## config.mk

```make
export PLATFORM = sky130hd
export DESIGN_NAME = in_wrapper
export DESIGN_NICKNAME = d
export VERILOG_FILES = /design/src/rtl/in_wrapper_pkg.sv /design/src/rtl/in_wrapper_ctrl.sv /design/src/rtl/in_wrapper.sv
export SDC_FILE = /design/constraint.sdc
export NUM_CORES = 1
export LEC_CHECK = 0
export CORE_ASPECT_RATIO = 1.4
export CORE_MARGIN = 10
export CORE_UTILIZATION = 44
export CTS_CLUSTER_DIAMETER = 80
export DETAILED_ROUTE_END_ITERATION = 12
export HOLD_SLACK_MARGIN = 0.05
export PLACE_DENSITY = 0.8
export SYNTH_ARGS = -nofsm -noshare
export SYNTH_HDL_FRONTEND = slang
export SYNTH_SLANG_ARGS = --single-unit
```

## constraint.sdc

```tcl
create_clock -name clk -period 2.15 [get_ports clk]
set_clock_uncertainty 0.1 [all_clocks]
set_input_delay 0.215 -clock clk [delete_from_list [all_inputs] [get_ports clk]]
set_output_delay 0.215 -clock clk [all_outputs]
set_load 0.05 [all_outputs]
```

## src/rtl/in_wrapper_pkg.sv

```systemverilog
// Shared definitions for the operand input wrapper: default word width and
// the 3-bit state encodings of the handshake FSM.
package in_wrapper_pkg;

   localparam int WIDTH_DEFAULT = 32;

   localparam logic [2:0] ST_IDLE_A  = 3'd0;
   localparam logic [2:0] ST_LOAD_A  = 3'd1;
   localparam logic [2:0] ST_ACK_A   = 3'd2;
   localparam logic [2:0] ST_IDLE_B  = 3'd3;
   localparam logic [2:0] ST_LOAD_B  = 3'd4;
   localparam logic [2:0] ST_ACK_B   = 3'd5;
   localparam logic [2:0] ST_START   = 3'd6;
   localparam logic [2:0] ST_WAIT_FP = 3'd7;

endpackage

```

## src/rtl/in_wrapper_ctrl.sv

```systemverilog
// Handshake FSM: collects two operand words via a four-phase handshake,
// then issues a single start pulse and waits for the FP core to finish.
module in_wrapper_ctrl
   import in_wrapper_pkg::*;
(
   input  logic clk,
   input  logic rst,
   input  logic inReady,
   input  logic doneFP,
   output logic loadA,
   output logic loadB,
   output logic inAccepted,
   output logic startFP,
   output logic busy
);

   logic [2:0] r_state;
   logic [2:0] w_state_next;

   always_ff @(posedge clk or posedge rst) begin
      if (rst) begin
         r_state <= ST_IDLE_A;
      end else begin
         r_state <= w_state_next;
      end
   end

   // inReady only matters in the collect states; doneFP only in WAIT_FP.
   always_comb begin
      w_state_next = r_state;
      case (r_state)
         ST_IDLE_A:  if (inReady)  w_state_next = ST_LOAD_A;
         ST_LOAD_A:                w_state_next = ST_ACK_A;
         ST_ACK_A:   if (!inReady) w_state_next = ST_IDLE_B;
         ST_IDLE_B:  if (inReady)  w_state_next = ST_LOAD_B;
         ST_LOAD_B:                w_state_next = ST_ACK_B;
         ST_ACK_B:   if (!inReady) w_state_next = ST_START;
         ST_START:                 w_state_next = ST_WAIT_FP;
         ST_WAIT_FP: if (doneFP)   w_state_next = ST_IDLE_A;
         default:                  w_state_next = ST_IDLE_A;
      endcase
   end

   always_comb begin
      loadA      = (r_state == ST_LOAD_A);
      loadB      = (r_state == ST_LOAD_B);
      inAccepted = (r_state == ST_ACK_A) || (r_state == ST_ACK_B);
      startFP    = (r_state == ST_START);
      busy       = (r_state == ST_START) || (r_state == ST_WAIT_FP);
   end

endmodule

```

## src/rtl/in_wrapper.sv

```systemverilog
// Operand input wrapper: two operand registers loaded from inBus under
// control of the handshake FSM in in_wrapper_ctrl.
module in_wrapper
   import in_wrapper_pkg::*;
#(
   parameter int WIDTH = WIDTH_DEFAULT
) (
   input  logic             clk,
   input  logic             rst,
   input  logic [WIDTH-1:0] inBus,
   input  logic             inReady,
   output logic             inAccepted,
   input  logic             doneFP,
   output logic             startFP,
   output logic [WIDTH-1:0] opA,
   output logic [WIDTH-1:0] opB,
   output logic             busy
);

   logic             w_load_a;
   logic             w_load_b;
   logic [WIDTH-1:0] r_op_a;
   logic [WIDTH-1:0] r_op_b;

   in_wrapper_ctrl u_ctrl (
      .clk        (clk),
      .rst        (rst),
      .inReady    (inReady),
      .doneFP     (doneFP),
      .loadA      (w_load_a),
      .loadB      (w_load_b),
      .inAccepted (inAccepted),
      .startFP    (startFP),
      .busy       (busy)
   );

   // The producer keeps inBus stable until it sees inAccepted, so the word
   // is captured directly on the edge leaving the load state.
   always_ff @(posedge clk or posedge rst) begin
      if (rst) begin
         r_op_a <= '0;
         r_op_b <= '0;
      end else begin
         if (w_load_a) r_op_a <= inBus;
         if (w_load_b) r_op_b <= inBus;
      end
   end

   assign opA = r_op_a;
   assign opB = r_op_b;

endmodule

```

Yosys cells after proc, flatten, opt, wreduce, memory -nomap -nowiden
Index checks and enable logic that the tools add are counted.
W data, S select, Z words.
{ "op_classes": {"n_eq_ne": 12, "n_mux": 6, "n_reduce_logical": 4} }
{ "ops": {"columns": ["op", "n"], "rows": [
  ["$pmux W3 S8", 1],
  ["$mux W3", 5],
  ["$eq A3 B3 Y1 const B", 4],
  ["$ne A2 B2 Y1 const B", 5],
  ["$eq A3 B2 Y1 const B", 2],
  ["$reduce_and A5 Y1", 1],
  ["$eq A3 B1 Y1 const B", 1],
  ["$logic_not A3 Y1", 1],
  ["$logic_or A1 B1 Y1", 2]
]} }
{ "word_totals": {"ff_bits": 67, "out_inout_bits": 67, "wordCells": 25} }

Longest topological paths before layout
Gate-level depths: netlist (run 1).
{ "depth": {"ltp_word": 3, "ltp_mapped": 6} }

By module
From an unflattened synthesis (run 1), not the netlist that was laid out.
{ "unflattened": {"hier_cells": 167, "area_unflattened_um2": 2980.4} }
{ "by_module_without_submodules": {"columns": ["module", "instances", "cells_each", "area_per_inst_um2", "seq_area_each_um2"], "rows": [
  ["in_wrapper", 1, 137, 2693.8, 1601.5],
  ["in_wrapper_ctrl", 1, 30, 286.5, 75.1]
]} }

Least setup slack after synthesis (run 1)
Ideal clock, no wire load.
{ "synth_path": {"path_kind": "register to register", "startpoint": "register u_ctrl.r_state[0]", "endpoint": "register u_ctrl.r_state[1]", "setup_ps": 125, "t_arrival_ps": 1385, "required_ps": 1925, "setup_slack_ps": 540, "path_stages_with_launch": 7, "n_path_buf": 0, "period_less_slack_ps": 1610, "cell_sequence": "dfrtp_1 > inv_1 > ha_1 > nor2b_1 > a211oi_2 > o21ai_2 > mux2_4"} }
{ "synth_between": {"elab_chain_cells": 3, "elab_cells_between_ends": 15} }
{ "synth_lines": {"columns": ["item", "line_no", "rtl"], "rows": [
  ["start, declared", "in_wrapper_ctrl.sv:17", "logic [2:0] r_state;"],
  ["start signal, assigned", "in_wrapper_ctrl.sv:24", "r_state <= w_state_next;"],
  ["$eq A3 B3 Y1 (tied with other cells)", "in_wrapper_ctrl.sv:31", "case (r_state)"],
  ["$ne A2 B2 Y1 (no source line)", null, null],
  ["$reduce_and A5 Y1 (no source line)", null, null]
]} }
Parallel ways exist; a longest one is shown, timed or not.
A chain may end at the register's enable or synchronous reset.

Final worst setup path (run 1)
{ "layout_path": {"startpoint": "register u_ctrl.r_state[0]", "endpoint": "output inAccepted"} }
{ "layout_between": {"elab_chain_cells": 2, "elab_cells_between_ends": 3} }
{ "layout_lines": {"columns": ["item", "line_no", "rtl"], "rows": [
  ["$eq A3 B2 Y1 / $eq A3 B3 Y1 (equally long branches)", "in_wrapper_ctrl.sv:47", "inAccepted = (r_state == ST_ACK_A) || (r_state == ST_ACK_B);"],
  ["$logic_or A1 B1 Y1 (*)", "in_wrapper_ctrl.sv:47", null],
  ["end, declared", "in_wrapper.sv:12", "output logic inAccepted,"]
]} }
Every way passes the cells marked *; elsewhere a longest branch is shown, timed or not.

==> results of run 1 <==
==> cells in the final DEF, fill, tap and decap left out, types with 2 or more instances in the layout <==
cell type / instances
nor2_1: 2
buf_4: 5
mux2_2: 62
clkinvlp_4: 3
inv_1: 2
ha_1: 4
nor2b_1: 2
buf_12: 3
dfrtp_1: 67
clkdlybuf4s50_1: 99
mux2_1: 3
clkbuf_8: 11
==> final cells by class <==
cell class / count / area (µm²) / share of cell area
Sequential cell: 67 / 1677 / 0.4197
Timing Repair Buffer: 107 / 1089 / 0.2725
Multi-Input combinational cell: 88 / 918.4 / 0.2299
Clock buffer: 11 / 151.4 / 0.03790
Tap cell: 70 / 87.58 / 0.02192
Clock inverter: 5 / 61.31 / 0.01535
Inverter: 3 / 11.26 / 0.002819
==> state kept, by name, indices dropped and copies added (netlist names) <==
register,count
u_ctrl.r_state,3
opB,32
opA,32
==> per-layer routing <==
metal | vias up | part of all wire
met2 | 55 | 0.56
met3 | 4 | 0.074
met4 | 0 | 0.0088
met5 | - | 0
met1 | 850 | 0.35
li1 | 803 | -
==> Yosys cell counts (all sizes together) <==
| master | instances |
|---|---|
| ha | 4 |
| o31ai | 1 |
| mux2 | 66 |
| o21ai | 3 |
| buf | 7 |
| nor2 | 2 |
| and2 | 1 |
| nand2 | 2 |
| nor3b | 1 |
| nor2b | 2 |
| dfrtp | 67 |
| o21a | 1 |
| nand2b | 1 |
| clkbuf | 1 |
| a211oi | 2 |
| inv | 3 |
| a21boi | 1 |
| mux2i | 1 |
==> worst register-to-register path, delay by kind of cell, from the launching register on <==
family / cells / cell delay, ns
AO/OA/AOI/OAI: 2 / 0.33
buffers and inverters: 1 / 0.09
AND/OR/NAND/NOR: 1 / 0.15
multiplexers: 1 / 0.30
flip-flops: 1 / 0.42
adder cells (fa/ha/maj): 1 / 0.24
==> metrics by stage <==
step / hold WS [ns] / util / cells
final: 0.1675 / 0.6766 / 351
after detailed placement: 0.3842 / 0.6406 / 335
after floorplan: 0.2467 / - / 166
after global routing: 0.1969 / 0.6766 / 351
after global placement: 0.3754 / 0.6406 / 335
after CTS: 0.1794 / 0.6766 / 351
==> logic make-up after synthesis <==
group,share of synthesized area
compound gates,0.02282
mux,0.2818
fa+ha+maj,0.01863
flops,0.6241
simple gates,0.01864
buf+inv,0.03400
==> worst max path at each step <==
stage / from / to / slack (ns) / cells past startpoint
2_1_floorplan: rst / opA[0] / 0.15 / 1
6_report: u_ctrl.r_state[0] / inAccepted / 0.28 / 4
4_1_cts: u_ctrl.r_state[0] / inAccepted / 0.27 / 4
3_5_place_dp: u_ctrl.r_state[0] / u_ctrl.r_state[1] / 0.45 / 6
5_1_grt: u_ctrl.r_state[0] / inAccepted / 0.22 / 4
3_3_place_gp: u_ctrl.r_state[1] / opA[11] / 0.47 / 5
==> results.cfg, run 1 <==
[clocking]
cts_hold_buf = 0
cts_num_sinks = 67
cts_setup_buffers = 0
cts_tree = done
clk_pin_slew_ns = 0.08
clockBufferDepth = 2
insertion_delay_ns = 0.33
cts_resized = 0
cts_buffers = 9
h-tree-depth = 3
ctsRootBufferMaster = clkbuf_8

[setup_path]
slowest_stage = dfrtp_1
cp_data_required_time_ns = 1.84
critPathBufInv = 2
critical_path_class = flip-flop to output port
r2r_setup_slack_ns = 0.42
start_kind = flip-flop
r2r-start = u_ctrl.r_state[1]
crit_fanout = 7
worst_ep_arrival_time_ns = 1.55
cp-end-kind = output port
r2r-end = u_ctrl.r_state[1]
path_delay_family = flip-flops
worstPathCellList = inv_1, ha_1, mux2_2, buf_12
slowest_delay_ns = 0.37
worstRegToRegCells = 6

[synthesis]
synth_area_um2 = 2686
syn_area_per_cell_um2 = 16.18
synthTopCellsByArea = dfrtp_1 62%, mux2_2 26%, buf_6 2.5%
yosysTopAreaCell = dfrtp_1
syn_inst = 166
ys_seq_elements = 67
synth_cell_types = 25
seq_area_frac_synth = 0.6241
yosysWarningCount = 0
synth_top_area_share = 0.6241
synth_fp_nets = 206

[timing]
timing.final.crit_share = 0.8680
min_period_ns = 1.866
report.final.hold_viol_count = 0
clock.fmax_mhz = 535.8
fin_ws_ns = 0.2838
setup_viol = 0
setup_tns_ns = 0
rsz0062_at_grt = no
slew_violations = 0
slew_headroom = 0.6275
worstMarginPinSlew_ns = 0.5569

[route]
drt_iter0_drc = 91
routed_wl_mm = 6.598
vias = 1712
route.detailed.drc = 0
drt-vias-per-instance = 4.877
wl_per_cell_um = 18.80
ant_nets = 0
drt_pass1_iterations = 4

[layout]
fillers = 444
nets = 316
antenna_cells = 0
syn_to_final_growth_pct = 48.72
design_area_um2 = 3995
drive_gt1_frac = 0.3238

[grt]
met2_usage = 0.2541
grt_pass1_vias = 1942
grt-busiest-layer = met2
grt-ovfl-total = 0
grt_use_total = 0.1411
antenna_found_initial = 0
grt_pass1_wl_mm = 10.58
grt_max_degree = 68
grtUsageMet1 = 0.1409
grtUsageMet3 = 0.05861

[hold_path]
hold_path.class = input pin to asynchronous set/reset pin

[placement]
place_area_um2 = 3782
io_buffers = 102
place_congestion = 0.7667
place_hpwl_mm = 4.945
dp_slack_ns = 0.4460

[floorplan]
die-area_um2 = 9675
die_w_um = 86.04
rows = 33
coreArea_um2 = 5904
num_io_pins = 103
initial_core_util = 0.4550
fp.dieH_um = 112.5

[flow_run]
cap_violations = 0

[run_status]
outcome = complete, no violations
Power of run 1 is left out: the tool's default activity adds up to more than one toggle a clock period on the data nets, which glitch-free logic cannot reach.
==> run 2: changes to the inputs <==
--- a/config.mk
+++ b/config.mk
@@ -6,7 +6,6 @@
 export NUM_CORES = 1
 export LEC_CHECK = 0
 export CORE_ASPECT_RATIO = 1.4
-export CORE_MARGIN = 10
 export CORE_UTILIZATION = 44
 export CTS_CLUSTER_DIAMETER = 80
 export DETAILED_ROUTE_END_ITERATION = 12
==> run 2 against run 1 <==
Net effect:
- utilization increased by 0.65 points
- sequential share of layout area decreased by 0.10 points
- critical path depth unchanged
- die area decreased by 34%
- non-clock buffer count increased by 1
- count of clock-buffer cells in the layout increased by 1
- routed wire length decreased by 19%
- fmax decreased by 0.88%
- register-to-register slack got worse by 0.02 ns
- sequential cell count unchanged
- via count increased by 0.35%
- design area increased by 0.25%
- critical path type unchanged
- critical endpoint unchanged
- highest routed layer unchanged
==> results.cfg, run 2 (synthesis gave the netlist of run 1 again) <==
[run_status]
outcome = complete, no violations

[clocking]
cts_setup_buffers = 0
cts_num_sinks = 67
cts_buffers = 9
h-tree-depth = 3
insertion_delay_ns = 0.33
cts_tree = done
cts_resized = 0
clk_pin_slew_ns = 0.07
clockBufferDepth = 2
ctsRootBufferMaster = clkbuf_8
cts_hold_buf = 0

[setup_path]
critPathBufInv = 2
cp-end-kind = output port
start_kind = flip-flop
worstPathCellList = inv_1, ha_1, mux2_2, buf_12
r2r-end = u_ctrl.r_state[1]
critical_path_class = flip-flop to output port
cp_data_required_time_ns = 1.84
path_delay_family = flip-flops
slowest_stage = dfrtp_1
crit_fanout = 7
worst_ep_arrival_time_ns = 1.57
worstRegToRegCells = 6
crit_path_start = u_ctrl.r_state[0]
slowest_delay_ns = 0.38
r2r-start = u_ctrl.r_state[0]
r2r_setup_slack_ns = 0.40

[grt]
grt_use_total = 0.1861
grt_pass1_vias = 1842
grt-ovfl-total = 0
antenna_found_initial = 0
grt_max_degree = 43
grt_pass1_wl_mm = 8.569

[route]
drt_iter0_drc = 78
routed_wl_mm = 5.372
route.detailed.drc = 0
vias = 1718
wl_per_cell_um = 15.26
drt-vias-per-instance = 4.881
ant_nets = 0
drt_pass1_iterations = 3

[floorplan]
num_io_pins = 103
fp.dieH_um = 94.45
rows = 33
initial_core_util = 0.4582
coreArea_um2 = 5863
die_w_um = 68.04
die-area_um2 = 6426

[timing]
timing.final.crit_share = 0.8757
slew_violations = 0
setup_viol = 0
setup_tns_ns = 0
min_period_ns = 1.883
slew_headroom = 0.6389
report.final.hold_viol_count = 0
clock.fmax_mhz = 531.1
rsz0062_at_grt = no
worstMarginPinSlew_ns = 0.5399

[layout]
fillers = 439
mostFrequentLayoutCell = clkdlybuf4s50_1
antenna_cells = 0
drive_gt1_frac = 0.3227
final_cell_mix = 99 x clkdlybuf4s50_1, 67 x dfrtp_1, 62 x mux2_2
nets = 317
syn_to_final_growth_pct = 49.09

[placement]
place_hpwl_mm = 3.904
io_buffers = 102
place_congestion = 0.7906

[flow_run]
cap_violations = 0

[hold_path]
hold_path.class = input pin to asynchronous set/reset pin
-- run 2: worst reg2reg max path, delay by kind of cell, from the launching register on --
family                     cells  cell delay [ns]
adders and majority gates      1             0.25
and+or+nand+nor                1             0.19
muxes                          1             0.31
buffers and inverters          1             0.11
AOI/OAI and AO/OA              2             0.27
DFF                            1             0.40
-- run 2: layer usage --
metal,GRT usage,up-vias,wire (µm)
li1,-,806,-
met1,0.2027,848,2070
met2,0.3121,54,2893
met3,0.05676,10,284
met4,0.1042,0,125
met5,0,-,0
-- run 2: worst max-delay path by stage --
| stage | end | slack (ns) | cells past startpoint |
|---|---|---|---|
| global placement | u_ctrl.r_state[1] | 0.45 | 6 |
| global route | inAccepted | 0.18 | 4 |
| finish | inAccepted | 0.27 | 4 |
| CTS | inAccepted | 0.25 | 4 |
| detailed placement | u_ctrl.r_state[1] | 0.41 | 6 |
| floorplan | opA[0] | 0.15 | 1 |
-- run 2: final cells by class --
type                    count  area (µm²)  area share
repair buffers            108        1084      0.2705
flip-flops and latches     67        1677      0.4186
well taps                  70       87.58     0.02187
clock inverters             4       72.57     0.01812
inverters                   3       11.26    0.002812
multi-input cells          88       918.4      0.2293
clock buffers              12       155.1     0.03874
-- run 2: through the flow --
step	util	worst slack [ns]	hold WS, ns	instances	instance area [µm²]
4_1_cts	0.6831	0.2472	0.09750	352	4005
6_report	0.6831	0.2672	0.09317	352	4005
3_3_place_gp	0.6443	0.4483	0.3777	336	3777
5_1_grt	0.6831	0.1754	0.1117	352	4005
2_1_floorplan	-	0.1518	0.2467	166	2686
3_5_place_dp	0.6443	0.4066	0.3828	336	3777
Power of run 2 is left out for the same reason.
